### src/rtl/card_display_bank.sv
// -----------------------------------------------------------------------------
// card_display_bank
//   Multi-channel registered card display driver for the baccarat datapath.
//
//   Each channel holds one dealt card code and drives one 7-segment digit.
//   - A newly loaded legal card (1..13) flashes for FLASH_TICKS tick strobes.
//     After that it shows steadily.
//   - Loading an illegal code (0, 14, 15) blanks the channel.
//   - A shared blink timebase toggles its phase every BLINK_TICKS ticks.
//     This timebase drives the flash display and the optional continuous
//     blink.
//
// Ports
//   slow_clock  : sole clock, rising edge
//   resetb      : asynchronous active-low reset
//   tick        : 1-cycle timebase strobe for blink/flash timing
//   clear       : synchronous clear of all channels (wins over load)
//   load        : per-channel load strobe, shared card_in
//   card_in     : card code (1=A .. 10, 11=J, 12=Q, 13=K)
//   blink_en    : per-channel continuous blink enable (SHOW only)
//   seg7_out    : channel i on [7i+6:7i], bit order gfedcba
//   valid       : channel holds a legal card
//   dealt_count : number of valid channels
// -----------------------------------------------------------------------------
module card_display_bank #(
    parameter int N_CHAN      = 6,
    parameter int BLINK_TICKS = 4,
    parameter int FLASH_TICKS = 16,
    parameter int ACTIVE_LOW  = 1
) (
    input  logic                        slow_clock,
    input  logic                        resetb,
    input  logic                        tick,
    input  logic                        clear,
    input  logic [N_CHAN-1:0]           load,
    input  logic [3:0]                  card_in,
    input  logic [N_CHAN-1:0]           blink_en,
    output logic [7*N_CHAN-1:0]         seg7_out,
    output logic [N_CHAN-1:0]           valid,
    output logic [$clog2(N_CHAN+1)-1:0] dealt_count
);

    localparam int CW = $clog2(N_CHAN + 1);
    localparam int FW = $clog2(FLASH_TICKS + 1);
    localparam int BW = (BLINK_TICKS > 1) ? $clog2(BLINK_TICKS) : 1;

    // Blank pattern in the output polarity.
    localparam logic [6:0] SEG_BLANK = (ACTIVE_LOW != 0) ? 7'h7F : 7'h00;

    typedef enum logic [1:0] {
        ST_EMPTY = 2'd0,
        ST_FLASH = 2'd1,
        ST_SHOW  = 2'd2
    } chan_state_t;

    // Active-low gfedcba decode; anything outside 1..13 is blank.
    function automatic logic [6:0] decode_card(input logic [3:0] code);
        logic [6:0] pat;
        case (code)
            4'd1:    pat = 7'b0001000;
            4'd2:    pat = 7'b0100100;
            4'd3:    pat = 7'b0110000;
            4'd4:    pat = 7'b0011001;
            4'd5:    pat = 7'b0010010;
            4'd6:    pat = 7'b0000010;
            4'd7:    pat = 7'b1111000;
            4'd8:    pat = 7'b0000000;
            4'd9:    pat = 7'b0010000;
            4'd10:   pat = 7'b1000000;
            4'd11:   pat = 7'b1100001;
            4'd12:   pat = 7'b0011000;
            4'd13:   pat = 7'b0001001;
            default: pat = 7'b1111111;
        endcase
        return (ACTIVE_LOW != 0) ? pat : ~pat;
    endfunction

    // -------------------------------------------------------------------------
    // Shared blink timebase; clear deliberately leaves it running.
    // -------------------------------------------------------------------------
    logic [BW-1:0] blink_cnt_reg;
    logic          phase_on_reg;

    always_ff @(posedge slow_clock or negedge resetb) begin
        if (!resetb) begin
            blink_cnt_reg <= '0;
            phase_on_reg  <= 1'b1;
        end else if (tick) begin
            if (blink_cnt_reg == BW'(BLINK_TICKS - 1)) begin
                blink_cnt_reg <= '0;
                phase_on_reg  <= ~phase_on_reg;
            end else begin
                blink_cnt_reg <= blink_cnt_reg + 1'b1;
            end
        end
    end

    // Occupancy of each channel from the state registers.
    // It feeds the registered dealt_count.
    logic [N_CHAN-1:0] chan_busy;

    // -------------------------------------------------------------------------
    // Per-channel state machine and display register
    // -------------------------------------------------------------------------
    genvar gi;
    generate
        for (gi = 0; gi < N_CHAN; gi++) begin : g_chan
            chan_state_t state_reg;
            logic [3:0]  card_reg;
            logic [FW-1:0] flash_cnt_reg;
            logic [6:0]  seg_reg;
            logic        valid_reg;
            logic        card_legal;

            assign card_legal = (card_in >= 4'd1) && (card_in <= 4'd13);

            always_ff @(posedge slow_clock or negedge resetb) begin
                if (!resetb) begin
                    state_reg     <= ST_EMPTY;
                    card_reg      <= 4'd0;
                    flash_cnt_reg <= '0;
                end else if (clear) begin
                    state_reg     <= ST_EMPTY;
                    card_reg      <= 4'd0;
                    flash_cnt_reg <= '0;
                end else if (load[gi]) begin
                    // A load restarts the flash even if a tick arrives in the
                    // same cycle; the counter is reloaded, not decremented.
                    card_reg <= card_in;
                    if (card_legal) begin
                        state_reg     <= ST_FLASH;
                        flash_cnt_reg <= FW'(FLASH_TICKS);
                    end else begin
                        state_reg     <= ST_EMPTY;
                    end
                end else if (tick && (state_reg == ST_FLASH)) begin
                    if (flash_cnt_reg == FW'(1)) begin
                        state_reg <= ST_SHOW;
                    end
                    flash_cnt_reg <= flash_cnt_reg - 1'b1;
                end
            end

            // The display lags the state and card update by one cycle.
            always_ff @(posedge slow_clock or negedge resetb) begin
                if (!resetb) begin
                    seg_reg   <= SEG_BLANK;
                    valid_reg <= 1'b0;
                end else begin
                    valid_reg <= (state_reg != ST_EMPTY);
                    case (state_reg)
                        ST_FLASH: seg_reg <= phase_on_reg ? decode_card(card_reg) : SEG_BLANK;
                        ST_SHOW:  seg_reg <= (blink_en[gi] && !phase_on_reg) ? SEG_BLANK
                                                                             : decode_card(card_reg);
                        default:  seg_reg <= SEG_BLANK;
                    endcase
                end
            end

            assign chan_busy[gi]        = (state_reg != ST_EMPTY);
            assign seg7_out[7*gi +: 7]  = seg_reg;
            assign valid[gi]            = valid_reg;
        end
    endgenerate

    // -------------------------------------------------------------------------
    // dealt_count: popcount of the occupancy.
    // It is registered on the same edge as valid, so the two always agree.
    // -------------------------------------------------------------------------
    logic [CW-1:0] count_next;
    logic [CW-1:0] count_reg;

    always_comb begin
        count_next = '0;
        for (int i = 0; i < N_CHAN; i++) begin
            count_next = count_next + CW'(chan_busy[i]);
        end
    end

    always_ff @(posedge slow_clock or negedge resetb) begin
        if (!resetb) begin
            count_reg <= '0;
        end else begin
            count_reg <= count_next;
        end
    end

    assign dealt_count = count_reg;

endmodule

### config.mk
export PLATFORM = sky130hd
export DESIGN_NAME = card_display_bank
export DESIGN_NICKNAME = d
export VERILOG_FILES = /design/src/rtl/card_display_bank.sv
export SDC_FILE = /design/constraint.sdc
export NUM_CORES = 1
export LEC_CHECK = 0
export CORE_MARGIN = 3
export CORE_UTILIZATION = 35
export CTS_BUF_LIST = sky130_fd_sc_hd__clkbuf_4
export DETAILED_ROUTE_END_ITERATION = 10
export MAX_ROUTING_LAYER = met4
export PLACE_DENSITY = 0.55
export RECOVER_POWER = 25
export SYNTH_ARGS = -nofsm -noshare
export SYNTH_HDL_FRONTEND = slang
export SYNTH_SLANG_ARGS = --single-unit
export TNS_END_PERCENT = 1
### constraint.sdc
create_clock -name slow_clock -period 2.8 [get_ports slow_clock]
set_input_delay 0.42 -clock slow_clock [delete_from_list [all_inputs] [get_ports slow_clock]]
set_output_delay 0.42 -clock slow_clock [all_outputs]
set_load 0.1 [all_outputs]
==> results of run 1 <==
## cells in the final DEF, fill, tap and decap left out, drive strengths merged, types with 8 or more instances in the layout
cell           Yosys  routed
a211oi            16      16
a21oi             46      46
a221oi             8       8
a2bb2oi            8       8
a31oi             13      13
buf               16      62
clkbuf            26      22
clkdlybuf4s50      0      11
dfrtp             77      77
dfstp             43      43
ha                72      72
inv               58      58
mux2i             32      32
nand2             41      41
nand3             19      19
nand3b             9       9
nor2              85      85
nor3              14      14
o21a              10      10
o21ai             47      47
xnor2             16      16
## per-layer routing
metal  part of all wire (%)  routed length [um]  track usage, %
met5                      0                   0               -
met4                   0.91                 141            5.13
met3                    3.6                 555            3.37
met2                     48                7460            23.2
met1                     48                7420            20.0
## stage by stage
stage               instances  power (mW)  worst slack [ns]  utilization (%)
finish                   1073        5.11             0.262             42.0
global route             1073        5.38             0.164             42.0
floorplan                 734        3.23             0.420                -
detailed placement       1039        3.58             0.274             40.1
global placement         1039        3.55             0.341             40.1
CTS                      1072        5.19             0.268             42.0
## worst paths after layout
| check | endpoint | slack [ns] | cells after the start |
|---|---|---|---|
| max | dealt_count[1] | 0.26 | 7 |
| min | g_chan[5].card_reg[2] | 0.43 | 2 |
| max reg2reg | dealt_count[1] | 0.26 | 7 |
| min reg2reg | blink_cnt_reg[1] | 0.54 | 1 |
| max in group asynchronous | g_chan[4].seg_reg[3] | 1.13 | 3 |
| min in group asynchronous | g_chan[1].flash_cnt_reg[4] | 0.69 | 2 |
## power by group through the flow
stage	Combinational, mW	Clock (mW)	Sequential, mW
finish	1.45	1.58	2.08
global route	1.57	1.70	2.11
CTS	1.46	1.64	2.09
detailed placement	1.46	0	2.12
global placement	1.44	0	2.12
floorplan	0.611	0	2.62
## critical path: cells and delay by family (launching register included)
family | cells | cell delay [ns]
adder cells (fa/ha/maj) | 5 | 1.87
buffers and inverters | 2 | 0.15
flip-flops | 1 | 0.40
## cells by family after synthesis
kind of cell / count (synthesis)
AND/OR/NAND/NOR: 208
AO/OA/AOI/OAI: 172
flip-flops: 120
buffers and inverters: 100
adder cells (fa/ha/maj): 75
multiplexers: 41
XOR/XNOR: 18
## final cells by class
type | instances | area, um^2 | share of cell area [%]
multi-input cells | 514 | 3660 | 44.1
flip-flops and latches | 120 | 3060 | 36.8
repair buffers | 83 | 668 | 8.04
well taps | 265 | 332 | 3.99
clock inverters | 13 | 226 | 2.73
inverters | 58 | 218 | 2.62
clock buffers | 19 | 143 | 1.72
diodes | 1 | 2.50 | 0.0301
## what timing repair did
item                      CTS  global route
resized for setup           0             0
hold endpoints to repair   28             0
hold buffers                1             0
==> out/metrics.csv, run 1 <==
stage,metric,value,unit
clocking,cts_buffers,17,
placement,dpl.hpwl,11200,um
synthesis,synth_edf_count,0,
synthesis,syn_nets,829,
critical_path,cp_data_arrival_time,2.95,ns
synthesis,async_flop_share,100,%
finish,final_area,0.00831,mm^2
power,internal_power,3.25,mW
finish,largest_reg_flops,42,
power,ir_drop,0.264,mV
synthesis,synthCells,734,
floorplanning,io_pins,71,
critical_path,worstPathRequired,3.21,ns
critical_path,crit_top_cell,fa_1,
sta,max_freq,394,MHz
synthesis,yosysSeqAreaShare,42.8,%
sta,setup_viol,0,
detailed_routing,drt_iter0_markers,273,
sta,drv_slew,0,
critical_path,path_cells,"inv_1, ha_1, fa_1, fa_1, inv_1, ha_1, fa_1",
power,p_sw_share,36.4,%
detailed_routing,wirelength,15600,um
floorplanning,die_w,149,um
clocking,clock_path_buffers,2,
synthesis,synth_xor_area_share,2.21,%
clocking,cts_setup_buffers,0,
finish,final_layout_size_suffix_gt1_share,18.6,%
detailed_routing,ant_nets,0,
sta,hold_violations,0,
synthesis,synthAdderAreaFrac,13.5,%
synthesis,synthMuxAreaShare,6.38,%
sta,setup_tns,0,ns
placement,gp_congestion,0.854,
finish,syn2layout_area_growth,16.3,%
global_route,grt_start_max_net_pins,49,
sta,period_needed,2.54,ns
synthesis,ys_seq_elements,120,
sta,tightest_slew,1.25,ns
critical_path,cp_slowest_cell,fa_1,
global_route,grt_pass1_vias,5357,
floorplanning,start_util,36.1,%
critical_path,critPathMaxFanout,3,
critical_path,critPathLaunchType,flip-flop,
synthesis,synth_top_cell_area_share,27.0,%
detailed_routing,routedWlPerCell,14.5,um
synthesis,synth.most_common_cell,nor2_1,
power,clockPowerShare,30.9,%
synthesis,synth_common_cells,"nor2_1 (85), dfrtp_1 (77), ha_1 (72)",
clocking,cts_tree,built,
sta,whs,0.429,ns
floorplanning,dieArea,0.0222,mm^2
finish,layout.filler_cells,1953,
synthesis,ys_top_cells_by_area,"dfrtp_1 (27%), dfstp_2 (16%), ha_1 (13%)",
synthesis,yosysWarnings,0,
detailed_routing,via_per_inst,4.99,
clocking,clkTransAtPathRegs,0.11,ns
clocking,cts-root-buf,clkbuf_4,
global_route,grt.total_usage,15.1,%
global_route,grt_overflow_total,0,
synthesis,synthesis.area_per_instance,9.73,um^2
clocking,clk_latency,0.53,ns
synthesis,synth_area,0.00714,mm^2
synthesis,yosysUniqueCellTypes,56,
sta,relSlewSlack,16.9,%
global_route,antenna_found_initial,1,
placement,port_buffers,70,
hold_path,hp-start,clear,
placement,placement.cell_area,0.00794,mm^2
clocking,cts_max_level,4,
power,power.density,615,mW/mm^2
critical_path,crit_type,flip-flop to flip-flop,
clocking,clock_sinks,120,
run,drv_cap,0,
sta,clock_skew,0.0161,ns
hold_path,hp-class,input pin to flip-flop,
floorplanning,die_h,149,um
synthesis,synth_top_family_by_area,compound AO/OA/AOI/OAI gates,
synthesis,synth_area_leader_cell,dfrtp_1,
synthesis,synth-simple-area-share,14.0,%
power,power_frac_seq,40.8,%
sta,rsz0062_at_grt,false,
power,power_switching,1.86,mW
critical_path,r2r-start,g_chan[1].state_reg[1],
detailed_routing,vias,5355,
synthesis,synth-main-ff-cell,dfrtp_1,
sta,fin_crit_sh,90.7,%
critical_path,critPathLaunch,g_chan[1].state_reg[1],
floorplanning,core_area,0.0198,mm^2
finish,nets,889,
power,p_leak,3.58,nW
global_route,grt_pass1_wl,26400,um
detailed_routing,firstDrtPassIters,4,
synthesis,synth_compound_gate_area_share,15.2,%
power,p_comb_share,28.3,%
floorplanning,rows,51,
critical_path,critPathMaxStageDelay,0.52,ns
run_status,status,finished clean,
critical_path,end_kind,flip-flop,
detailed_routing,drcViolationCount,0,
No activity file was read; power rests on OpenSTA's default activity.
==> inputs of run 2 (changes only) <==
--- a/config.mk
+++ b/config.mk
@@ -10,7 +10,7 @@
 export CTS_BUF_LIST = sky130_fd_sc_hd__clkbuf_4
 export DETAILED_ROUTE_END_ITERATION = 10
 export MAX_ROUTING_LAYER = met4
-export PLACE_DENSITY = 0.55
+export PLACE_DENSITY = 0.57
 export RECOVER_POWER = 25
 export SYNTH_ARGS = -nofsm -noshare
 export SYNTH_HDL_FRONTEND = slang
==> constraint.sdc (replaced) <==
create_clock -name slow_clock -period 2.3 [get_ports slow_clock]
set_input_delay 0.345 -clock slow_clock [delete_from_list [all_inputs] [get_ports slow_clock]]
set_output_delay 0.345 -clock slow_clock [all_outputs]
set_load 0.1 [all_outputs]
==> out/metrics.csv, run 2 (synthesis results as in run 1) <==
stage,metric,value,unit,change
finish,syn2layout_area_growth,17.1,%,
critical_path,r2r_setup_slack,-0.01,ns,-0.27 ns
sta,layout_setup_ws,-0.00989,ns,-0.271 ns
hold_path,min_path_cells,2,,unchanged
floorplanning,rows,51,,unchanged
hold_path,hp-start,clear,,
sta,rsz0062_at_grt,true,,
clocking,cts-root-buf,clkbuf_4,,
critical_path,critPathLaunchType,flip-flop,,
critical_path,cp_slowest_cell,fa_1,,
floorplanning,dieArea,0.0222,mm^2,unchanged
run_status,violations,"capacitance limit, slew limit, setup timing",,
placement,post-place-ws,-0.120,ns,-0.394 ns
global_route,grt_pass1_vias,5055,,-5.6%
detailed_routing,vias,5280,,-1.4%
finish,final_common_cell,nor2_1,,
hold_path,hp-class,input pin to flip-flop,,
sta,drv_slew,30,,+30
placement,gp_congestion,0.813,,-4.7%
power,power.density,673,mW/mm^2,+9.5%
detailed_routing,drcViolationCount,0,,unchanged
sta,clock_skew,0.0187,ns,+0.00256 ns
critical_path,critPathMaxFanout,2,,-1
power,p_leak,3.61,nW,+0.94%
critical_path,reg2reg_to,dealt_count[1],,
detailed_routing,drt_iter0_markers,223,,-18%
critical_path,worstPathRequired,2.72,ns,-0.49 ns
global_route,grt_overflow_total,0,,unchanged
run,drv_cap,1,,+1
clocking,clock_sinks,120,,unchanged
sta,max_freq,433,MHz,+9.9%
sta,setup_viol,1,,+1
power,ir_drop,0.341,mV,+29%
clocking,clk_latency,0.53,ns,about the same
finish,utilization,42.3,%,+0.30 points
global_route,antenna_found_initial,0,,-1
detailed_routing,wirelength,15400,um,-1.4%
floorplanning,die_w,149,um,unchanged
finish,largest_reg_flops,42,,unchanged
placement,dpl.hpwl,10700,um,-4.6%
critical_path,crit_top_cell,fa_1,,
hold_path,hold_end,g_chan[3].flash_cnt_reg[1],,
finish,antenna-diode-count,0,,-1
critical_path,r2r-start,g_chan[1].state_reg[0],,
clocking,clock_path_buffers,2,,unchanged
floorplanning,core_area,0.0198,mm^2,unchanged
power,total_power,5.63,mW,+10%
critical_path,end_kind,flip-flop,,
critical_path,path_cells,"inv_2, ha_4, fa_1, fa_1, inv_1, ha_2, fa_1",,
run_status,status,"finished, violations left",,
clocking,cts_buffers,17,,unchanged
detailed_routing,via_per_inst,4.85,,-2.8%
sta,fin_crit_sh,100,%,+9.8 points
sta,setup_tns,-0.00989,ns,-0.00989 ns
detailed_routing,firstDrtPassIters,4,,unchanged
finish,layout.filler_cells,1970,,+0.87%
sta,period_needed,2.31,ns,-0.229 ns
global_route,grt_start_max_net_pins,49,,unchanged
finish,final_layout_size_suffix_gt1_share,21.4,%,+2.8 points
finish,final_cell_mix,"nor2_1 (85), buf_4 (78), dfrtp_1 (77)",,
critical_path,crit_type,flip-flop to flip-flop,,
critical_path,rr_worst_depth,7,,unchanged
sta,relSlewSlack,-13.8,%,-31 points
clocking,cts_max_level,4,,unchanged
floorplanning,start_util,36.1,%,unchanged
floorplanning,io_pins,71,,unchanged
detailed_routing,ant_nets,0,,unchanged
critical_path,cp_data_arrival_time,2.73,ns,-0.22 ns
clocking,clkTransAtPathRegs,0.11,ns,about the same
finish,nets,907,,+2.0%
detailed_routing,routedWlPerCell,14.1,um,-2.9%
placement,port_buffers,70,,unchanged
sta,whs,0.285,ns,-0.144 ns
clocking,cts_tree,built,,
global_route,grt.total_usage,14.8,%,-0.34 points
sta,tightest_slew,1.71,ns,+0.461 ns
sta,hold_violations,0,,unchanged
critical_path,critPathMaxStageDelay,0.48,ns,-0.04 ns
floorplanning,die_h,149,um,unchanged
global_route,grt_pass1_wl,25600,um,-3.0%
-- run 2: cell count changes in the layout (fill, tap and decap cells not counted), moves of 2 or more --
cell             delta
buf_12              +2
buf_4              +18
bufinv_16           -5
clkdlybuf4s50_1     +6
clkinv_1            +3
clkinv_2            +4
clkinv_4            -3
dlygate4sd3_1       -6
ha_1                -4
ha_4                +3
inv_1               -6
inv_2               +6
-- run 2: through the flow --
stage                     cell area (um^2)  std cells
final                                 8370       1089
after global routing                  8370       1089
after CTS                             8360       1088
after detailed placement              8090       1055
after global placement                8090       1055
after floorplan                       7150        734
-- run 2: where the power goes --
group / internal, mW / total [mW] / switching (mW) / leakage, nW
registers: 2.35 / 2.55 / 0.197 / 1.48
logic: 0.538 / 1.79 / 1.26 / 2.01
clock network: 0.512 / 1.29 / 0.779 / 0.125
total: 3.40 / 5.63 / 2.23 / 3.61
-- run 2: how the worst max path moves through the flow --
stage | from | end | slack (ns)
after global routing | g_chan[1].state_reg[0] | dealt_count[1] | -0.08
after CTS | g_chan[1].state_reg[1] | dealt_count[1] | 0.003
final | g_chan[1].state_reg[0] | dealt_count[1] | -0.01
after floorplan | g_chan[1].state_reg[0] | dealt_count[1] | 0.002
after detailed placement | g_chan[0].state_reg[0] | dealt_count[1] | -0.12
after global placement | g_chan[0].state_reg[0] | dealt_count[1] | -0.06
-- run 2: layer usage --
metal	wire, um	vias up	global-route usage [%]
li1	-	2693	-
met1	8020	2488	21.1
met2	6520	86	21.2
met3	588	13	3.65
met4	228	0	3.80
met5	0	-	-
-- run 2: worst max-delay path: cells and delay by family (launching register included) --
| kind | cells | cell delay, ns |
|---|---|---|
| flops | 1 | 0.38 |
| fa+ha+maj | 5 | 1.72 |
| buf+inv | 2 | 0.11 |
-- run 2: repair_timing --
item                                    in CTS  in global routing
cloned                                       0                  0
hold buffers                                 1                  0
pin swaps                                    4                  0
gates resized for setup                     11                  0
endpoints found under the setup margin       2                  2
endpoints found under the hold margin       24                  0
setup buffers                                1                  1
-- run 2: cell type report --
| cell class | instances | area, um^2 | area share [%] |
|---|---|---|---|
| multi-input combinational | 514 | 3700 | 44.3 |
| inverter | 58 | 218 | 2.60 |
| clock buffer | 18 | 135 | 1.61 |
| sequential | 120 | 3060 | 36.5 |
| clock inverter | 13 | 88.8 | 1.06 |
| timing repair buffer | 101 | 835 | 9.97 |
| tap | 265 | 332 | 3.96 |
